--- src/rtl/cd_ctrl_pkg.sv ---
// rtl/cd_ctrl_pkg.sv - shared state codes, field codes and preset arithmetic for countdown_ctrl
package cd_ctrl_pkg;

  typedef enum logic [2:0] {
    ST_IDLE  = 3'd0,
    ST_EDIT  = 3'd1,
    ST_LOAD  = 3'd2,
    ST_RUN   = 3'd3,
    ST_PAUSE = 3'd4,
    ST_RING  = 3'd5
  } state_e;

  typedef enum logic [1:0] {
    FLD_SS   = 2'd0,
    FLD_MM   = 2'd1,
    FLD_HH   = 2'd2,
    FLD_NONE = 2'd3
  } field_e;

  localparam logic [5:0] SEC_MAX = 6'd59;
  localparam logic [5:0] MIN_MAX = 6'd59;
  localparam int         TAR_W   = 17;

  function automatic logic [TAR_W-1:0] to_sec(input logic [TAR_W-1:0] hh,
                                              input logic [TAR_W-1:0] mm,
                                              input logic [TAR_W-1:0] ss);
    return hh * 17'd3600 + mm * 17'd60 + ss;
  endfunction

endpackage

--- src/rtl/hms_field_edit.sv ---
// rtl/hms_field_edit.sv - hh/mm/ss preset registers with wrapping up/down edit and registered total seconds
module hms_field_edit
  import cd_ctrl_pkg::*;
#(
  parameter int MAX_HOURS = 35
) (
  input  logic             clk,
  input  logic             rst,
  input  field_e           field,
  input  logic             inc,
  input  logic             dec,
  output logic [TAR_W-1:0] tar_sec
);

  localparam int HW = $clog2(MAX_HOURS + 1);

  logic [5:0]       ss_q, ss_d, mm_q, mm_d;
  logic [HW-1:0]    hh_q, hh_d;
  logic [TAR_W-1:0] tar_q, tar_d;

  always_comb begin
    ss_d = ss_q;
    mm_d = mm_q;
    hh_d = hh_q;
    if (inc || dec) begin
      case (field)
        FLD_SS: ss_d = inc ? ((ss_q == SEC_MAX) ? 6'd0 : ss_q + 6'd1)
                           : ((ss_q == 6'd0) ? SEC_MAX : ss_q - 6'd1);
        FLD_MM: mm_d = inc ? ((mm_q == MIN_MAX) ? 6'd0 : mm_q + 6'd1)
                           : ((mm_q == 6'd0) ? MIN_MAX : mm_q - 6'd1);
        FLD_HH: hh_d = inc ? ((hh_q == HW'(MAX_HOURS)) ? '0 : hh_q + HW'(1))
                           : ((hh_q == '0) ? HW'(MAX_HOURS) : hh_q - HW'(1));
        default: ;
      endcase
    end
    // Built from the next field values so the total is current one cycle after the button.
    tar_d = to_sec(TAR_W'(hh_d), TAR_W'(mm_d), TAR_W'(ss_d));
  end

  always_ff @(posedge clk or posedge rst) begin
    if (rst) begin
      ss_q  <= '0;
      mm_q  <= '0;
      hh_q  <= '0;
      tar_q <= '0;
    end else begin
      ss_q  <= ss_d;
      mm_q  <= mm_d;
      hh_q  <= hh_d;
      tar_q <= tar_d;
    end
  end

  assign tar_sec = tar_q;

endmodule

--- src/rtl/countdown_ctrl.sv ---
// rtl/countdown_ctrl.sv - countdown timer sequencer: preset editor, run/pause/ring FSM, ring auto-silence
module countdown_ctrl
  import cd_ctrl_pkg::*;
#(
  parameter int CLK_HZ    = 100_000_000,
  parameter int MAX_HOURS = 35,
  parameter int RING_SEC  = 10
) (
  input  logic             clk,
  input  logic             rst,
  input  logic             btn_set,
  input  logic             btn_start,
  input  logic             btn_next,
  input  logic             btn_up,
  input  logic             btn_down,
  input  logic             cd_done,
  output logic [TAR_W-1:0] tar_sec,
  output logic             init_en,
  output logic             run,
  output logic             pause,
  output logic             clear,
  output logic [1:0]       edit_field,
  output logic [2:0]       mode,
  output logic             alarm_out
);

  localparam int PW = (CLK_HZ > 1) ? $clog2(CLK_HZ) : 1;
  localparam int RW = $clog2(RING_SEC + 1);

  state_e        state_q, state_d;
  field_e        field_q, field_d, edit_field_q, edit_field_d;
  logic [PW-1:0] presc_q, presc_d;
  logic [RW-1:0] ring_q, ring_d;
  logic          run_q, run_d, pause_q, pause_d, alarm_q, alarm_d;
  logic          init_en_q, init_en_d, clear_q, clear_d;
  logic          inc, dec, tar_nz, any_btn, sec_tick, timeout;

  assign tar_nz   = (tar_sec != '0);
  assign any_btn  = btn_set | btn_start | btn_next | btn_up | btn_down;
  assign sec_tick = (presc_q == PW'(CLK_HZ - 1));
  assign timeout  = sec_tick && (ring_q == RW'(RING_SEC - 1));

  always_comb begin
    state_d = state_q;
    field_d = field_q;
    presc_d = '0;
    ring_d  = '0;
    inc     = 1'b0;
    dec     = 1'b0;
    case (state_q)
      ST_IDLE: begin
        if (btn_set) begin
          state_d = ST_EDIT;
          field_d = FLD_SS;
        end else if (btn_start && tar_nz) begin
          state_d = ST_LOAD;
        end
      end
      ST_EDIT: begin
        if (btn_set) begin
          state_d = ST_IDLE;
        end else if (btn_start) begin
          if (tar_nz) state_d = ST_LOAD;
        end else if (btn_next) begin
          case (field_q)
            FLD_SS:  field_d = FLD_MM;
            FLD_MM:  field_d = FLD_HH;
            default: field_d = FLD_SS;
          endcase
        end else if (btn_up) begin
          inc = 1'b1;
        end else if (btn_down) begin
          dec = 1'b1;
        end
      end
      ST_LOAD: state_d = ST_RUN;
      ST_RUN: begin
        if (cd_done)        state_d = ST_RING;
        else if (btn_start) state_d = ST_PAUSE;
      end
      ST_PAUSE: begin
        if (btn_set)        state_d = ST_IDLE;
        else if (btn_start) state_d = ST_RUN;
      end
      ST_RING: begin
        presc_d = sec_tick ? '0 : presc_q + PW'(1);
        ring_d  = sec_tick ? ring_q + RW'(1) : ring_q;
        if (any_btn || timeout) state_d = ST_IDLE;
      end
      default: state_d = ST_IDLE;
    endcase
    // Counters only live inside RING, so leaving it (or entering it) starts them from zero.
    if (state_d != ST_RING || state_q != ST_RING) begin
      presc_d = '0;
      ring_d  = '0;
    end
    run_d        = (state_d == ST_RUN);
    pause_d      = (state_d == ST_PAUSE);
    alarm_d      = (state_d == ST_RING);
    init_en_d    = (state_d == ST_LOAD);
    clear_d      = (state_d == ST_IDLE) && (state_q == ST_PAUSE || state_q == ST_RING);
    edit_field_d = (state_d == ST_EDIT) ? field_d : FLD_NONE;
  end

  always_ff @(posedge clk or posedge rst) begin
    if (rst) begin
      state_q      <= ST_IDLE;
      field_q      <= FLD_SS;
      edit_field_q <= FLD_NONE;
      presc_q      <= '0;
      ring_q       <= '0;
      run_q        <= 1'b0;
      pause_q      <= 1'b0;
      alarm_q      <= 1'b0;
      init_en_q    <= 1'b0;
      clear_q      <= 1'b0;
    end else begin
      state_q      <= state_d;
      field_q      <= field_d;
      edit_field_q <= edit_field_d;
      presc_q      <= presc_d;
      ring_q       <= ring_d;
      run_q        <= run_d;
      pause_q      <= pause_d;
      alarm_q      <= alarm_d;
      init_en_q    <= init_en_d;
      clear_q      <= clear_d;
    end
  end

  hms_field_edit #(
    .MAX_HOURS(MAX_HOURS)
  ) u_fields (
    .clk    (clk),
    .rst    (rst),
    .field  (field_q),
    .inc    (inc),
    .dec    (dec),
    .tar_sec(tar_sec)
  );

  assign init_en    = init_en_q;
  assign run        = run_q;
  assign pause      = pause_q;
  assign clear      = clear_q;
  assign alarm_out  = alarm_q;
  assign edit_field = edit_field_q;
  assign mode       = state_q;

endmodule
--- config.mk ---
export PLATFORM = sky130hd
export DESIGN_NAME = countdown_ctrl
export DESIGN_NICKNAME = d
export VERILOG_FILES = /design/src/rtl/cd_ctrl_pkg.sv /design/src/rtl/hms_field_edit.sv /design/src/rtl/countdown_ctrl.sv
export SDC_FILE = /design/constraint.sdc
export NUM_CORES = 1
export LEC_CHECK = 0
export BUFFER_PORTS_ARGS = -buffer_cell sky130_fd_sc_hd__buf_2
export CORE_MARGIN = 4
export CORE_UTILIZATION = 45
export DETAILED_ROUTE_END_ITERATION = 8
export HOLD_SLACK_MARGIN = 0.15
export PLACE_DENSITY = 0.71
export SLEW_MARGIN = 20
export SYNTH_ARGS = -nofsm -noshare
export SYNTH_HDL_FRONTEND = slang
export SYNTH_SLANG_ARGS = --single-unit
--- constraint.sdc ---
create_clock -name clk -period 6.62 [get_ports clk]
set_input_delay 0.662 -clock clk [delete_from_list [all_inputs] [get_ports clk]]
set_output_delay 0.662 -clock clk [all_outputs]
set_load 0.02 [all_outputs]
Word-level counts from Yosys, hierarchy flattened:

Cells that the tools add are included.

* bits in registers: 78
* input port bits: 8
* word-level logic and storage cells: 114

* add/subtract/negate cells: 10
* multiply operators: 2
* eq/ne operators: 20
* muxes and demuxes: 50
* bitwise logic cells: 4
* reductions and logical operators: 14

Operator list (count)
* 6-bit 2-to-1 mux: 15
* 27-bit 2-to-1 mux: 3
* 3-bit 2-to-1 mux: 10
* 27-bit by 1-bit adder with 27-bit output (second input constant): 1
* 27-bit equality test (second input constant): 1
* 6-bit by 1-bit adder with 6-bit output (second input constant): 3
* 6-bit equality test (second input constant): 3
* 6-bit zero test: 3
* 3-bit one-hot mux with 6 select lines: 1
* 6-bit by 1-bit subtractor with 6-bit output (second input constant): 3
* 17-bit by 12-bit adder with 17-bit output: 1
* 17-bit by 6-bit adder with 17-bit output: 1
* 17-bit nonzero test: 1
* 6-bit by 8-bit multiplier with 13-bit output (second input constant): 1
* 3-bit by 2-bit equality test with 1-bit output (second input constant): 4
* 3-bit equality test (second input constant): 4
* 4-bit 2-to-1 mux: 3
* 1-bit 2-to-1 mux: 11
* 6-bit by 4-bit multiplier with 10-bit output (second input constant): 1
* 2-bit 2-to-1 mux: 5
* 3-bit inequality test (second input constant): 3
* 2-bit one-hot mux with 2 select lines: 2
* 3-bit by 1-bit equality test with 1-bit output (second input constant): 2
* 3-bit zero test: 2
* 8 further kinds: 16

Longest topological paths before layout:

* depth in word-level cells: 11
* mapped depth: 26
* gate-level depth less buffers: 25

By module:

Synthesis repeated with hierarchy kept, for this count alone.

* cells, all modules: 640
* area total of the unflattened synthesis: 5795.6 sq um

Modules (own cells, without submodules)
* hms_field_edit: times used 1, cells each 404, area an instance 3544.6 sq um, sequential area each 825.8 sq um
* countdown_ctrl: times used 1, cells each 236, area an instance 2250.9 sq um, sequential area each 1078.5 sq um

Least setup slack after synthesis:

No wires, ideal clock.

* path type: input port to flip-flop
* start point: input btn_next
* end point: register u_fields.tar_q[13], in the netlist u_fields.tar_sec[13]
* arrival: 5.991 ns
* path slack: 0.493 ns
* stages: 22
* path through: or4b_4 -> nor4b_4 -> clkbuf_1 -> o21ai_0 -> o21ai_0 -> ha_1 -> and2_4 -> or2_1 -> fa_1 -> inv_1 -> ha_1 -> a21o_1 -> a21oi_1 -> o21ai_0 -> o41ai_1 -> xnor2_1 -> ha_1 -> ha_1 -> a21o_1 -> a2111oi_0 -> nor3_1 -> xor2_1

* longest elaborated chain between the ends: 10
* elaborated cells on any way between the ends: 22

Ends and longest elaborated chain
* from (decl): RTL line countdown_ctrl.sv:13 `input logic btn_next,`
* 1-bit 2-to-1 mux: RTL line countdown_ctrl.sv:64 `end else if (btn_next) begin`
* 1-bit 2-to-1 mux: RTL line countdown_ctrl.sv:62 `end else if (btn_start) begin`
* 1-bit 2-to-1 mux: RTL line countdown_ctrl.sv:60 `if (btn_set) begin`
* 1-bit 2-to-1 mux: RTL line countdown_ctrl.sv:50 `case (state_q)`
* 6-bit 2-to-1 mux: RTL line hms_field_edit.sv:29 `FLD_MM: mm_d = inc ? ((mm_q == MIN_MAX) ? 6'd0 : mm_q + 6'd1)`
* 6-bit 2-to-1 mux: RTL line hms_field_edit.sv:26 `case (field)`
* 6-bit 2-to-1 mux *: RTL line hms_field_edit.sv:25 `if (inc || dec) begin`
* named net u_fields.mm_d[0]: RTL line hms_field_edit.sv:17 `logic [5:0] ss_q, ss_d, mm_q, mm_d;`
* 6-bit by 4-bit multiplier with 10-bit output *: RTL line cd_ctrl_pkg.sv:27 `return hh * 17'd3600 + mm * 17'd60 + ss;`
* 17-bit by 12-bit adder with 17-bit output *: RTL line cd_ctrl_pkg.sv:27
* 17-bit by 6-bit adder with 17-bit output *: RTL line cd_ctrl_pkg.sv:27
* named net u_fields.tar_d[13]: RTL line hms_field_edit.sv:19 `logic [TAR_W-1:0] tar_q, tar_d;`
* to (signal assigned): RTL line hms_field_edit.sv:50 `tar_q <= tar_d;`
* to (decl): RTL line hms_field_edit.sv:19

Mark *: on every way through the listed nets, which the timed path passes. The rest lies on a longest branch.
A chain may end at the register's enable or synchronous reset.

Worst setup path in the final report:

* start point: register state_q[0], in the netlist mode[0]
* end point: register u_fields.tar_q[15], in the netlist u_fields.tar_sec[15]

* longest elaborated chain between the ends: 8
* elaborated cells on any way between the ends: 17

Ends and longest elaborated chain
* from (decl): RTL line countdown_ctrl.sv:30 `state_e state_q, state_d;`
* from (signal assigned): RTL line countdown_ctrl.sv:118 `state_q <= state_d;`
* 3-bit by 1-bit equality test with 1-bit output *: RTL line countdown_ctrl.sv:50
* 1-bit 2-to-1 mux: RTL line countdown_ctrl.sv:50
* 6-bit 2-to-1 mux: RTL line hms_field_edit.sv:29
* 6-bit 2-to-1 mux: RTL line hms_field_edit.sv:26
* 6-bit 2-to-1 mux *: RTL line hms_field_edit.sv:25
* named net u_fields.mm_d[1]: RTL line hms_field_edit.sv:17
* 6-bit by 4-bit multiplier with 10-bit output *: RTL line cd_ctrl_pkg.sv:27
* 17-bit by 12-bit adder with 17-bit output *: RTL line cd_ctrl_pkg.sv:27
* 17-bit by 6-bit adder with 17-bit output *: RTL line cd_ctrl_pkg.sv:27
* named net u_fields.tar_d[15]: RTL line hms_field_edit.sv:19

Marks and branches as above.

==> out/summary.txt <==
Main flop type after synthesis: dfrtp_1
Fillers: 1,139
Synth warn: 0
Drt drc: 0
CTS tree: done
Worst hold slack: 468.1 ps
Ys async rst share: 100.0%
Initial antenna violation count: 0
Ratio of cells with drive above 1 in the final layout: 11.38%
CP endpoint kind: flip-flop
Starting DRT DRC Count: 307
WS Path Type: flip-flop to flip-flop
Clock transition at path regs: 60 ps
Post-route setup TNS: 0 ps
Vias: 4,582
Final Max Slew Viols: 0
Antenna diode instance count: 0
Via/cell ratio: 5.541
Starting Density: 46.42%
Post_cts resized: 0
First-pass GRT wire length: 20.53 mm
DR pass1 iterations: 4
Critical Path AT: 6270 ps
Setup bufs post-CTS: 0
Sequential share of the synthesized area: 33.73%
Core Area: 0.01216 mm2
Critical path buffer and inverter count: 2
Result of the run: finished clean
CP top delay family: simple AND/OR/NAND/NOR gates
Worst Tran Pin Value: 948.4 ps
Clk_skew: 7.896 ps
Vias in the first global route: 4,375
Die ar.: 0.01440 mm2
Hold_sp: presc_q[0]
#FFs+latches synth: 76
Most used cell, CP: ha_1
Largest net degree at the start of global routing: 77
Synth Cell Area: 0.005645 mm2
Nets: 737
Max Cap Viol: 0
Multi-input logic area: 0.003476 mm2
Worst Path Max Fanout: 14
Lkg Pwr: 0.003019 uW
RSZ-0062 raised after global routing: false
WL final: 12.09 mm
H-tree depth: 3
Worst Hold Endpoint: presc_q[0]
Gr usage total: 17.32%
Cts hold-fix bufs: 0
Die Ht: 120.0 um
FF+latch area: 0.001904 mm2
Hold path depth: 1
Startpoint types: flip-flop
Number of clock sinks: 76
Row cnt: 40
R2r startpoint: mode[0]
Mapped Nets: 704
RR Endpoint: u_fields.tar_sec[15]
Die Wd: 120.0 um
Gpl congestion: 0.8743
Syn-to-layout area delta: 11.44%
Clock Latency Late Sink: 340 ps
Count of unique library cells instantiated by Yosys: 60
Antenna viol nets, final: 0
Mean Syn Cell Area: 9.091 um2
Longest Clk Path Bufs: 2
PwrDens: 476.0 mW/mm2
Final period util: 90.91%
Worst hold path type: flip-flop to flip-flop
Reg2reg path depth: 23
Critical-path cell list: or4b_4 -> nor4b_4 -> buf_4 -> nand2_1 -> o21ai_0 -> ha_1 -> and2_4 -> or2_1 -> fa_1 -> inv_1 -> ha_1 -> a21o_1 -> a21oi_1 -> o21ai_0 -> o41ai_1 -> xnor2_1 -> ha_1 -> ha_1 -> a21o_1 -> a2111oi_0 -> nor3_1 -> nand2_1 -> xnor2_1
Rel. slew slack: 36.77%
Peak VDD IR: 302.3 uV
CP peak stage delay: 550 ps
Final hold viol count: 0
Synth Instances: 621
Minimum clock period: 6018 ps
WL per Instance: 14.61 um
Flop2flop setup slack: 600 ps
IO Count: 35
Final instance area: 0.006291 mm2
Critical-path top delay cell: or4b_4
Input/output buffers: 34
HPWL Detailed: 9.399 mm
DP Area: 0.005997 mm2
GRT overflow: 0
Root Driver: clkbuf_16
Post-synth EDFFs: 0
Fmax: 166.2 MHz
Final setup violation count: 0
Num CTS Buffers: 9
Critical Path RT: 6880 ps
[layout by cell type (no fill, tap or decap), types with 5 or more instances in the layout]
| master | n |
|---|---|
| dfrtp_1 | 74 |
| nor2_1 | 63 |
| ha_1 | 61 |
| inv_1 | 46 |
| nand2_1 | 45 |
| xnor2_1 | 34 |
| buf_2 | 34 |
| o21ai_0 | 33 |
| a21oi_1 | 33 |
| nand3_1 | 26 |
| xor2_1 | 22 |
| a21o_1 | 14 |
| fa_1 | 14 |
| nor3_1 | 13 |
| nand4_1 | 13 |
| and3_1 | 12 |
| clkbuf_16 | 9 |
| buf_4 | 8 |
| nand2b_1 | 7 |
| a31oi_1 | 6 |
| nor4_1 | 6 |
| a211oi_1 | 5 |
| o21bai_1 | 5 |
| o211ai_1 | 5 |
| and2_1 | 5 |
[registers in the layout (all words and copies together), names as in the netlist]
name and cells:
alarm_out 1, clear 1, edit_field 2, field_q 2
init_en 1, mode 3, pause 1, presc_q 27
ring_q 4, run 1, u_fields.hh_q 6, u_fields.mm_q 6
u_fields.ss_q 6, u_fields.tar_sec 15
[stage by stage]
stage               cells  power [uW]  setup WS [ps]  util, %
finish                827        2994          601.9    51.73
global route          827        3290          204.8    51.73
CTS                   827        3014          582.5    51.73
detailed placement    811        2513          259.5    49.31
global placement      811        2462          414.7    49.31
floorplan             621        2099          492.6        -
[cell usage after synthesis (7+ instances only)]
master     n  area, um2
ha_1      61      763.2
nand3_1   26      130.1
a21o_1    14      105.1
fa_1      14      280.3
nor2_1    63      236.5
nand2_1   45      168.9
clkbuf_1  14      52.55
nand2b_1   7      43.79
dfrtp_1   74       1852
xnor2_1   34      297.8
nor3_1    13      65.06
xor2_1    22      192.7
o21ai_0   33      165.2
and3_1    12      75.07
a21oi_1   33      165.2
inv_1     47      176.4
nand4_1   13      81.33
[how the worst max path moves through the flow]
stage | from | end | slack (ps) | cells after the start
after floorplan | btn_next | u_fields.tar_sec[13] | 490 | 22
after CTS | mode[0] | u_fields.tar_sec[15] | 580 | 23
final | mode[0] | u_fields.tar_sec[15] | 600 | 23
after global placement | btn_next | u_fields.tar_sec[13] | 410 | 23
after global routing | mode[0] | u_fields.tar_sec[15] | 200 | 22
after detailed placement | btn_next | u_fields.tar_sec[15] | 260 | 24
[layer usage]
metal / part of all wire [%] / wire length (um) / GRT usage, % / vias to the layer above
met2: 48 / 5752 / 28.21 / 92
li1: - / - / - / 2237
met5: 0 / 0 / 0 / -
met3: 4.1 / 495 / 2.168 / 14
met1: 47 / 5635 / 23.78 / 2239
met4: 1.7 / 204 / 6.084 / 0
[where the power goes]
group | switching [uW] | internal (uW) | total [uW] | leakage [uW]
clock network | 190 | 292 | 482 | 0.000142
registers | 121 | 586 | 708 | 0.00101
logic | 1040 | 765 | 1800 | 0.00186
[kinds of logic (layout without fill, tap and decap cells)]
| family | after synthesis | count (layout) | share of synthesized area [%] |
|---|---|---|---|
| xor+xnor | 56 | 56 | 8.688 |
| flops | 76 | 76 | 33.73 |
| simple gates | 221 | 221 | 20.21 |
| compound gates | 125 | 125 | 13.99 |
| mux | 1 | 1 | 0.1995 |
| buf+inv | 67 | 105 | 4.699 |
| fa+ha+maj | 75 | 75 | 18.48 |
[layout make-up]
cell class                      count  area share (%)
Clock inverter                      6           1.034
Timing Repair Buffer               42           3.660
Tap cell                          168           3.341
Multi-Input combinational cell    478           55.25
Clock buffer                       10           3.640
Sequential cell                    76           30.27
Inverter                           47           2.804
Note: power is estimated with default switching activity, not from simulation.
